<file path="config.mk">
export PLATFORM = sky130hd
export DESIGN_NAME = pressure_check_sequencer
export DESIGN_NICKNAME = d
export VERILOG_FILES = /design/src/rtl/pressure_check_sequencer.sv
export SDC_FILE = /design/constraint.sdc
export NUM_CORES = 1
export LEC_CHECK = 0
export ABC_AREA = 1
export BUFFER_PORTS_ARGS = -buffer_cell sky130_fd_sc_hd__buf_4
export CORE_ASPECT_RATIO = 0.6
export CORE_MARGIN = 2
export CORE_UTILIZATION = 49
export DETAILED_ROUTE_END_ITERATION = 8
export PLACE_DENSITY = 0.82
export SLEW_MARGIN = 10
export SYNTH_ARGS = -nofsm -noshare
export SYNTH_HDL_FRONTEND = slang
export SYNTH_SLANG_ARGS = --single-unit
export TNS_END_PERCENT = 50
</file>
<file path="constraint.sdc">
create_clock -name clk -period 1.6 [get_ports clk]
set_clock_uncertainty 0.05 [all_clocks]
set_input_delay 0.24 -clock clk [delete_from_list [all_inputs] [get_ports clk]]
set_output_delay 0.24 -clock clk [all_outputs]
set_load 0.02 [all_outputs]
</file>
<file path="src/rtl/pressure_check_sequencer.sv">
`default_nettype none
// ============================================================================
// Module   : pressure_check_sequencer
// Brief    : Round-robin sharing of one combinational pressure analyzer among
//            NUM_CH sensor channels, with per-channel failure counting/alarms.
// Revision : 1.0 - initial release
// ============================================================================
module pressure_check_sequencer #(
    parameter int NUM_CH     = 4,
    parameter int CH_W       = 2,
    parameter int SETTLE     = 1,
    parameter int FAIL_LIMIT = 3,
    parameter int CNT_W      = 4
) (
    input  logic                clk,
    input  logic                rst_n,
    input  logic [NUM_CH-1:0]   req,
    input  logic [5*NUM_CH-1:0] code,
    output logic [NUM_CH-1:0]   ack,
    output logic                result_ok,
    output logic [CH_W-1:0]     result_ch,
    output logic [4:0]          ana_code,
    input  logic                ana_ok,
    output logic [NUM_CH-1:0]   alarm,
    input  logic [NUM_CH-1:0]   alarm_clr,
    output logic                busy
);

    localparam int SET_W = (SETTLE > 1) ? $clog2(SETTLE) : 1;

    typedef enum logic [1:0] {
        ST_IDLE = 2'd0,
        ST_HOLD = 2'd1,
        ST_EVAL = 2'd2
    } state_t;

    state_t             r_state;
    state_t             w_state_nxt;
    logic [CH_W-1:0]    r_ch;
    logic [CH_W-1:0]    r_ptr;
    logic [SET_W-1:0]   r_settle;
    logic [NUM_CH-1:0]  r_ack;
    logic               r_result_ok;
    logic [CH_W-1:0]    r_result_ch;
    logic [4:0]         r_ana_code;
    logic [NUM_CH-1:0]  r_alarm;
    logic [CNT_W-1:0]   r_cnt [NUM_CH];

    logic [NUM_CH-1:0]  w_eligible;
    logic               w_grant_vld;
    logic [CH_W-1:0]    w_grant_ch;
    logic [4:0]         w_grant_code;
    logic [CH_W:0]      w_sum;
    logic [CH_W-1:0]    w_idx;
    logic               w_grant;
    logic               w_eval;
    logic [CH_W-1:0]    w_ptr_nxt;

    // Descending scan so the candidate closest above the pointer is kept last.
    always_comb begin
        w_eligible   = req & ~r_ack;
        w_grant_vld  = 1'b0;
        w_grant_ch   = '0;
        w_sum        = '0;
        w_idx        = '0;
        for (int k = NUM_CH - 1; k >= 0; k--) begin
            w_sum = {1'b0, r_ptr} + (CH_W+1)'(k);
            if (w_sum >= (CH_W+1)'(NUM_CH)) begin
                w_sum = w_sum - (CH_W+1)'(NUM_CH);
            end
            w_idx = w_sum[CH_W-1:0];
            if (w_eligible[w_idx]) begin
                w_grant_vld = 1'b1;
                w_grant_ch  = w_idx;
            end
        end
    end

    always_comb begin
        w_grant_code = '0;
        for (int i = 0; i < NUM_CH; i++) begin
            if (w_grant_ch == CH_W'(i)) begin
                w_grant_code = code[5*i +: 5];
            end
        end
    end

    assign w_grant   = (r_state == ST_IDLE) && w_grant_vld;
    assign w_eval    = (r_state == ST_EVAL);
    assign w_ptr_nxt = (r_ch == CH_W'(NUM_CH - 1)) ? '0 : r_ch + CH_W'(1);

    always_ff @(posedge clk or negedge rst_n) begin
        if (!rst_n) begin
            r_state <= ST_IDLE;
        end else begin
            r_state <= w_state_nxt;
        end
    end

    always_comb begin
        w_state_nxt = r_state;
        case (r_state)
            ST_IDLE: if (w_grant_vld)      w_state_nxt = ST_HOLD;
            ST_HOLD: if (r_settle == '0)   w_state_nxt = ST_EVAL;
            ST_EVAL:                       w_state_nxt = ST_IDLE;
            default:                       w_state_nxt = ST_IDLE;
        endcase
    end

    always_ff @(posedge clk or negedge rst_n) begin
        if (!rst_n) begin
            r_ch        <= '0;
            r_ptr       <= '0;
            r_settle    <= '0;
            r_ack       <= '0;
            r_result_ok <= 1'b0;
            r_result_ch <= '0;
            r_ana_code  <= '0;
        end else begin
            for (int i = 0; i < NUM_CH; i++) begin
                r_ack[i] <= w_eval && (r_ch == CH_W'(i));
            end
            if (w_grant) begin
                r_ch       <= w_grant_ch;
                r_ana_code <= w_grant_code;
                r_settle   <= SET_W'(SETTLE - 1);
            end else if ((r_state == ST_HOLD) && (r_settle != '0)) begin
                r_settle <= r_settle - SET_W'(1);
            end
            if (w_eval) begin
                r_result_ok <= ana_ok;
                r_result_ch <= r_ch;
                r_ptr       <= w_ptr_nxt;
            end
        end
    end

    // The evaluation update of a channel takes priority over its clear.
    always_ff @(posedge clk or negedge rst_n) begin
        if (!rst_n) begin
            r_alarm <= '0;
            for (int i = 0; i < NUM_CH; i++) begin
                r_cnt[i] <= '0;
            end
        end else begin
            for (int i = 0; i < NUM_CH; i++) begin
                if (w_eval && (r_ch == CH_W'(i))) begin
                    if (ana_ok) begin
                        r_cnt[i] <= '0;
                    end else begin
                        if (r_cnt[i] != CNT_W'(FAIL_LIMIT)) begin
                            r_cnt[i] <= r_cnt[i] + CNT_W'(1);
                        end
                        if (r_cnt[i] >= CNT_W'(FAIL_LIMIT - 1)) begin
                            r_alarm[i] <= 1'b1;
                        end
                    end
                end else if (alarm_clr[i]) begin
                    r_cnt[i]   <= '0;
                    r_alarm[i] <= 1'b0;
                end
            end
        end
    end

    assign ack       = r_ack;
    assign result_ok = r_result_ok;
    assign result_ch = r_result_ch;
    assign ana_code  = r_ana_code;
    assign alarm     = r_alarm;
    assign busy      = (r_state != ST_IDLE);

endmodule
`default_nettype wire

</file>
== Word level (Yosys, flattened, before mapping) ==
Index checks and enable logic that the tools add are counted.
Word-level totals
  word-level logic and storage cells: 155
  flip-flop bits (word level): 39
  output and inout port bits: 17
Cells by class
  $lt $le $gt $ge: 12
  bitwise logic cells: 2
  reduce and logical (&&, ||, !) cells: 24
  eq/ne operators: 26
  mux-type cells: 62
  add/sub/neg operators: 13
Operator list (number)
  4-bit 2-to-1 mux: 16
  1-bit 2-to-1 mux: 26
  2-bit 2-to-1 mux: 11
  5-bit 2-to-1 mux: 4
  4-bit by 1-bit adder with 4-bit output, second input constant: 4
  4-bit by 2-bit greater-or-equal comparator with 1-bit output, second input constant: 4
  4-bit by 2-bit inequality test with 1-bit output, second input constant: 4
  2-bit by 3-bit < comparator with 1-bit output, second input constant: 4
  2-bit inequality test, second input constant: 6
  3-bit by 2-bit inequality test with 1-bit output, second input constant: 4
  3-bit AND reduction: 4
  2-bit nonzero test: 6
  2-bit equality test, second input constant: 5
  2-bit AND reduction: 5
  3-bit greater-or-equal comparator, second input constant: 3
  1-bit binary-select mux with 2-bit select: 4
  2-bit by 1-bit inequality test with 1-bit output, second input constant: 4
  2-bit by 1-bit subtractor with 2-bit output, second input constant: 4
  2-bit by 2-bit adder with 3-bit output, second input constant: 2
  2-bit by 1-bit equality test with 1-bit output, second input constant: 3
  1-bit logical AND: 6
  2-bit logical NOT: 3
  4-bit AND: 1
  4-bit inverter: 1
  other kinds (5): 5

== Logic depth before layout (Yosys ltp) ==
  depth in word-level cells: 14
  gate-level depth with buffers: 16
  gate-level depth less buffers: 15

== Worst setup path before layout ==
No wires, ideal clock.
  path kind: register to register
  start: register r_ptr[0]
  end: register r_ana_code[0] (netlist: ana_code[0])
  slack: -0.134 ns
  arrival: 1.567 ns
  cell stages (with the launch flop): 15
  clock period less this slack: 1.734 ns
  buffers on the path: 2
  cells stage by stage: dfrtp_1 -> buf_6 -> xnor2_1 -> nand2_1 -> nand2_1 -> inv_1 -> nand2_1 -> nand2_1 -> nand2_2 -> nand2_4 -> buf_6 -> o21bai_2 -> nand3_1 -> nand2_1 -> nand2_1
Between the ends
  word-level cells in the longest chain between the ends: 14
  elaborated cells between the ends (all ways): 40
RTL lines
  start: declaration: line 40  | logic [CH_W-1:0] r_ptr;
  start signal: assignment: line 133  | r_ptr <= w_ptr_nxt;
  2-bit by 2-bit adder with 3-bit output: line 67  | w_sum = {1'b0, r_ptr} + (CH_W+1)'(k);
  3-bit greater-or-equal comparator or 2-bit by 1-bit subtractor with 2-bit output (tied branches): line 68, 69
  2-bit 2-to-1 mux: line 68  | if (w_sum >= (CH_W+1)'(NUM_CH)) begin
  1-bit binary-select mux with 2-bit select: line 72  | if (w_eligible[w_idx]) begin
  1-bit 2-to-1 mux (implied by the code): line 72
  2-bit 2-to-1 mux (4 in series): line 72
  2-bit logical NOT: line 82  | if (w_grant_ch == CH_W'(i)) begin
  5-bit 2-to-1 mux (4 in series): line 82
  end signal: assignment: line 125  | r_ana_code <= w_grant_code;
  end: declaration: line 45  | logic [4:0] r_ana_code;
Parallel ways exist; a longest one is shown, timed or not. The select of a mux whose other input is x is not followed.
A chain may end at the register's enable or synchronous reset.

== Worst setup path in the final report ==
  start: register r_ptr[0]
  end: register r_ana_code[4] (netlist: ana_code[4])
The elaborated chain is that of the path after synthesis.

==> run_results.csv <==
group,metric,value,unit
run_status,status,"finished with violations",
run_status,violations,"setup timing",
placed_design,finalWeightedCongestion,0.893,
final_layout,drive_gt1_share,46.3,%
logic_synthesis,ys_seq_elements,39,
power_and_ir_drop,sw_frac_of_total,48.8,%
logic_synthesis,synth-main-ff-cell,"dfrtp_1",
logic_synthesis,synth_fp_nets,346,
global_routing,grt-ovfl-total,0,
global_routing,grt_pass1_vias,2360,
route,drt_iter0_markers,221,
global_routing,grt_max_degree,40,
logic_synthesis,synth_top_family_by_area,"simple AND/OR/NAND/NOR gates",
timing,setup_viol,15,
power_and_ir_drop,p_int,0.00379,W
logic_synthesis,syn-mean-instance-area,7.65,um^2
final_layout,multi_input_area,1520,um^2
worst_hold_path,worst_hold_path_type,"in -> reg",
logic_synthesis,yosys_warnings,0,
die,initial_core_util,50.8,%
die,io_pins,48,
timing,fin_crit_sh,128,%
die,rows,19,
clock_network,clk_pin_slew_worst_paths,0.07,ns
placed_design,place_ws,-0.339,ns
timing,drv_slew,0,
logic_synthesis,synthesis.area,2320,um^2
logic_synthesis,yosys.area_share.adder,6.48,%
logic_synthesis,synth-seq-area-share,42.1,%
final_layout,fin_cells,463,
timing,fin_crit,2.04,ns
logic_synthesis,synth_xor_area_share,0.756,%
final_layout,fillerInstances,266,
worst_setup_path,cp-end-kind,"flop",
worst_setup_path,cp.arrival,2.18,ns
power_and_ir_drop,p_leak,1.82,nW
global_routing,grtUsageTotal,24.6,%
route,via_per_inst,5.50,
logic_synthesis,synth.mux.area_fraction,0,%
route,vias,2548,
global_routing,antenna_found_initial,0,
logic_synthesis,synthArstFlopShare,100,%
worst_setup_path,cp.required,1.74,ns
timing,finalWorstSetupSlack,-0.444,ns
clock_network,clkSinkCount,39,
placed_design,dp.cells,440,
worst_setup_path,critPathMaxFanout,8,
power_and_ir_drop,p_sw,0.00361,W
final_layout,layout.nets,444,
placed_design,port_buffers,47,
run,drv_cap,0,
clock_network,cts_max_path_buffers,2,
route,post_drt_wl_per_cell,17.1,um
die,fp.coreArea,4560,um^2
power_and_ir_drop,powerDensity,2060,nW/um^2
final_layout,seq_area,980,um^2
clock_network,cts_tree,"yes",
clock_network,clkLatencyLatePin,0.29,ns
die,die_w,92.8,um
worst_setup_path,critPathKind,"reg -> reg",
timing,slew_headroom,66.7,%
timing,hold_violations,0,
route,drc_errors,0,
timing,rsz0062_at_grt,"yes",
die,die-height,57.3,um
clock_network,clockRootBuffer,"clkbuf_8",
route,wirelength,7920,um
clock_network,htree_levels,2,
power_and_ir_drop,p_seq_share,20.1,%
logic_synthesis,syn_inst,303,
placed_design,hpwl,4460,um
die,die_area,5320,um^2
clock_network,cts_buffers,5,
route,drt_pass1_iterations,5,
timing,fin_hold_ws,0.167,ns
final_layout,area_growth,55.0,%
worst_setup_path,cp-start-kind,"flop",
route,final_antenna_net_count,0,
power_and_ir_drop,power_frac_comb,71.5,%
logic_synthesis,synth-compound-area-share,10.8,%
logic_synthesis,synth_simple_gate_area_share,30.9,%
power_and_ir_drop,ir_worst_vdd,1.18,mV
timing,tightest_slew,0.499,ns
timing,max_freq,0.489,GHz
logic_synthesis,ys_types,27,
power_and_ir_drop,p_clk_share,8.4,%
final_layout,antenna_cells,0,
global_routing,grt_pass1_wl,10400,um
logic_synthesis,synth_edf_count,0,
-- critical path: stages (launching register included) --
cell	delay [ns]
dfrtp_2	0.51
inv_4	0.14
nand3_2	0.11
nand2_4	0.11
nand2_2	0.09
nand2_4	0.09
inv_1	0.07
nand2_2	0.11
nand2_4	0.12
buf_6	0.16
nand4_1	0.11
nand3_1	0.12
nand2_1	0.09
nand2_1	0.05
-- flip-flops by register name (all words and copies together), names as in the netlist --
signal	count
ack	4
alarm	4
ana_code	5
r_ch	2
r_cnt	16
r_ptr	2
r_settle	1
r_state	2
result_ch	2
result_ok	1
-- what timing repair did --
action                                  CTS  global route
endpoints found under the hold margin    39             0
pin swaps                                13            36
hold buffers                              1             0
endpoints found under the setup margin   19            24
cloned                                    1             0
setup buffers                             1            14
resized for setup                        32            87
-- final cells by class --
cell class / count / area share, %
clock buffer: 6 / 2.02
inverter: 45 / 5.12
sequential: 39 / 27.3
multi-input combinational: 216 / 42.3
tap: 63 / 2.19
timing repair buffer: 94 / 21.1
-- path summary, 6_finish.rpt --
path / from / to / slack, ns / cells after the start
worst min register to register: r_settle / r_state[1] / 0.37 / 1
worst min-delay path: alarm_clr[2] / alarm[2] / 0.17 / 3
worst max register to register: r_ptr[0] / ana_code[4] / -0.44 / 13
worst max-delay path: r_ptr[0] / ana_code[4] / -0.44 / 13
max in group asynchronous: rst_n / r_ch[1] / 0.71 / 2
min in group asynchronous: rst_n / r_cnt[8] / 0.41 / 2
-- layer usage --
metal / routed length (um) / global-route usage [%] / vias to the layer above / share of wire, %
li1: - / - / 1173 / -
met1: 3280 / 34.9 / 1233 / 41
met2: 3880 / 39.2 / 118 / 49
met3: 499 / 5.55 / 24 / 6.3
met4: 258 / 5.46 / 0 / 3.3
met5: 0 / 0 / - / 0
-- cell usage after synthesis, types with 5 or more instances --
| library cell | count | share of area [%] |
|---|---|---|
| nand2_1 | 75 | 12 |
| inv_1 | 44 | 7.1 |
| dfrtp_1 | 39 | 42 |
| nor2_1 | 32 | 5.2 |
| nand3_1 | 21 | 4.5 |
| ha_1 | 12 | 6.5 |
| nor3_1 | 12 | 2.6 |
| a21oi_1 | 11 | 2.4 |
| o21ai_0 | 10 | 2.2 |
| nand3b_1 | 5 | 1.6 |
| nand4_1 | 5 | 1.3 |
| o22ai_1 | 5 | 1.3 |
-- cell usage in the layout (no fill, tap or decap), types with 4 or more instances in the layout --
cell type  synthesis  layout
a211oi_1           4       4
a21oi_1           11      11
buf_4              0      84
buf_6              2       7
clkbuf_8           1       5
dfrtp_1           39      36
ha_1              12       6
ha_2               0       4
inv_1             44      32
inv_2              1       7
inv_4              0       6
nand2_1           75      49
nand2_2            2      13
nand2_4            1      15
nand3_1           21      11
nand3_2            0       8
nand3b_1           5       5
nand4_1            5       5
nor2_1            32      28
nor3_1            12       9
o21a_1             4       4
o21ai_0           10       5
o22ai_1            5       4
-- cell families (layout without fill, tap and decap cells) --
| logic type | after synthesis | count (layout) |
|---|---|---|
| and+or+nand+nor | 162 | 163 |
| buffers and inverters | 49 | 145 |
| AOI/OAI and AO/OA | 39 | 39 |
| DFF | 39 | 39 |
| adders and majority gates | 12 | 12 |
| xor gates and xnor gates | 2 | 2 |
-- power groups by stage --
stage	combinational, W	clock (W)	sequential, W
after floorplan	0.00211	0	0.00152
after global placement	0.00326	0	0.00144
after detailed placement	0.00339	0	0.00146
after CTS	0.00387	0.000615	0.00145
after global routing	0.00560	0.000673	0.00151
final	0.00530	0.000623	0.00149
-- metrics by stage --
stage / power (W) / setup TNS [ns] / cell area (um^2) / utilization (%)
floorplan: 0.00363 / -0.620 / 2330 / -
global placement: 0.00470 / -1.36 / 2970 / 65.0
detailed placement: 0.00485 / -2.86 / 2970 / 65.0
CTS: 0.00593 / -1.40 / 3160 / 69.3
global route: 0.00779 / -4.26 / 3590 / 78.8
finish: 0.00741 / -2.83 / 3590 / 78.8
Note: power is estimated with default switching activity, not from simulation.
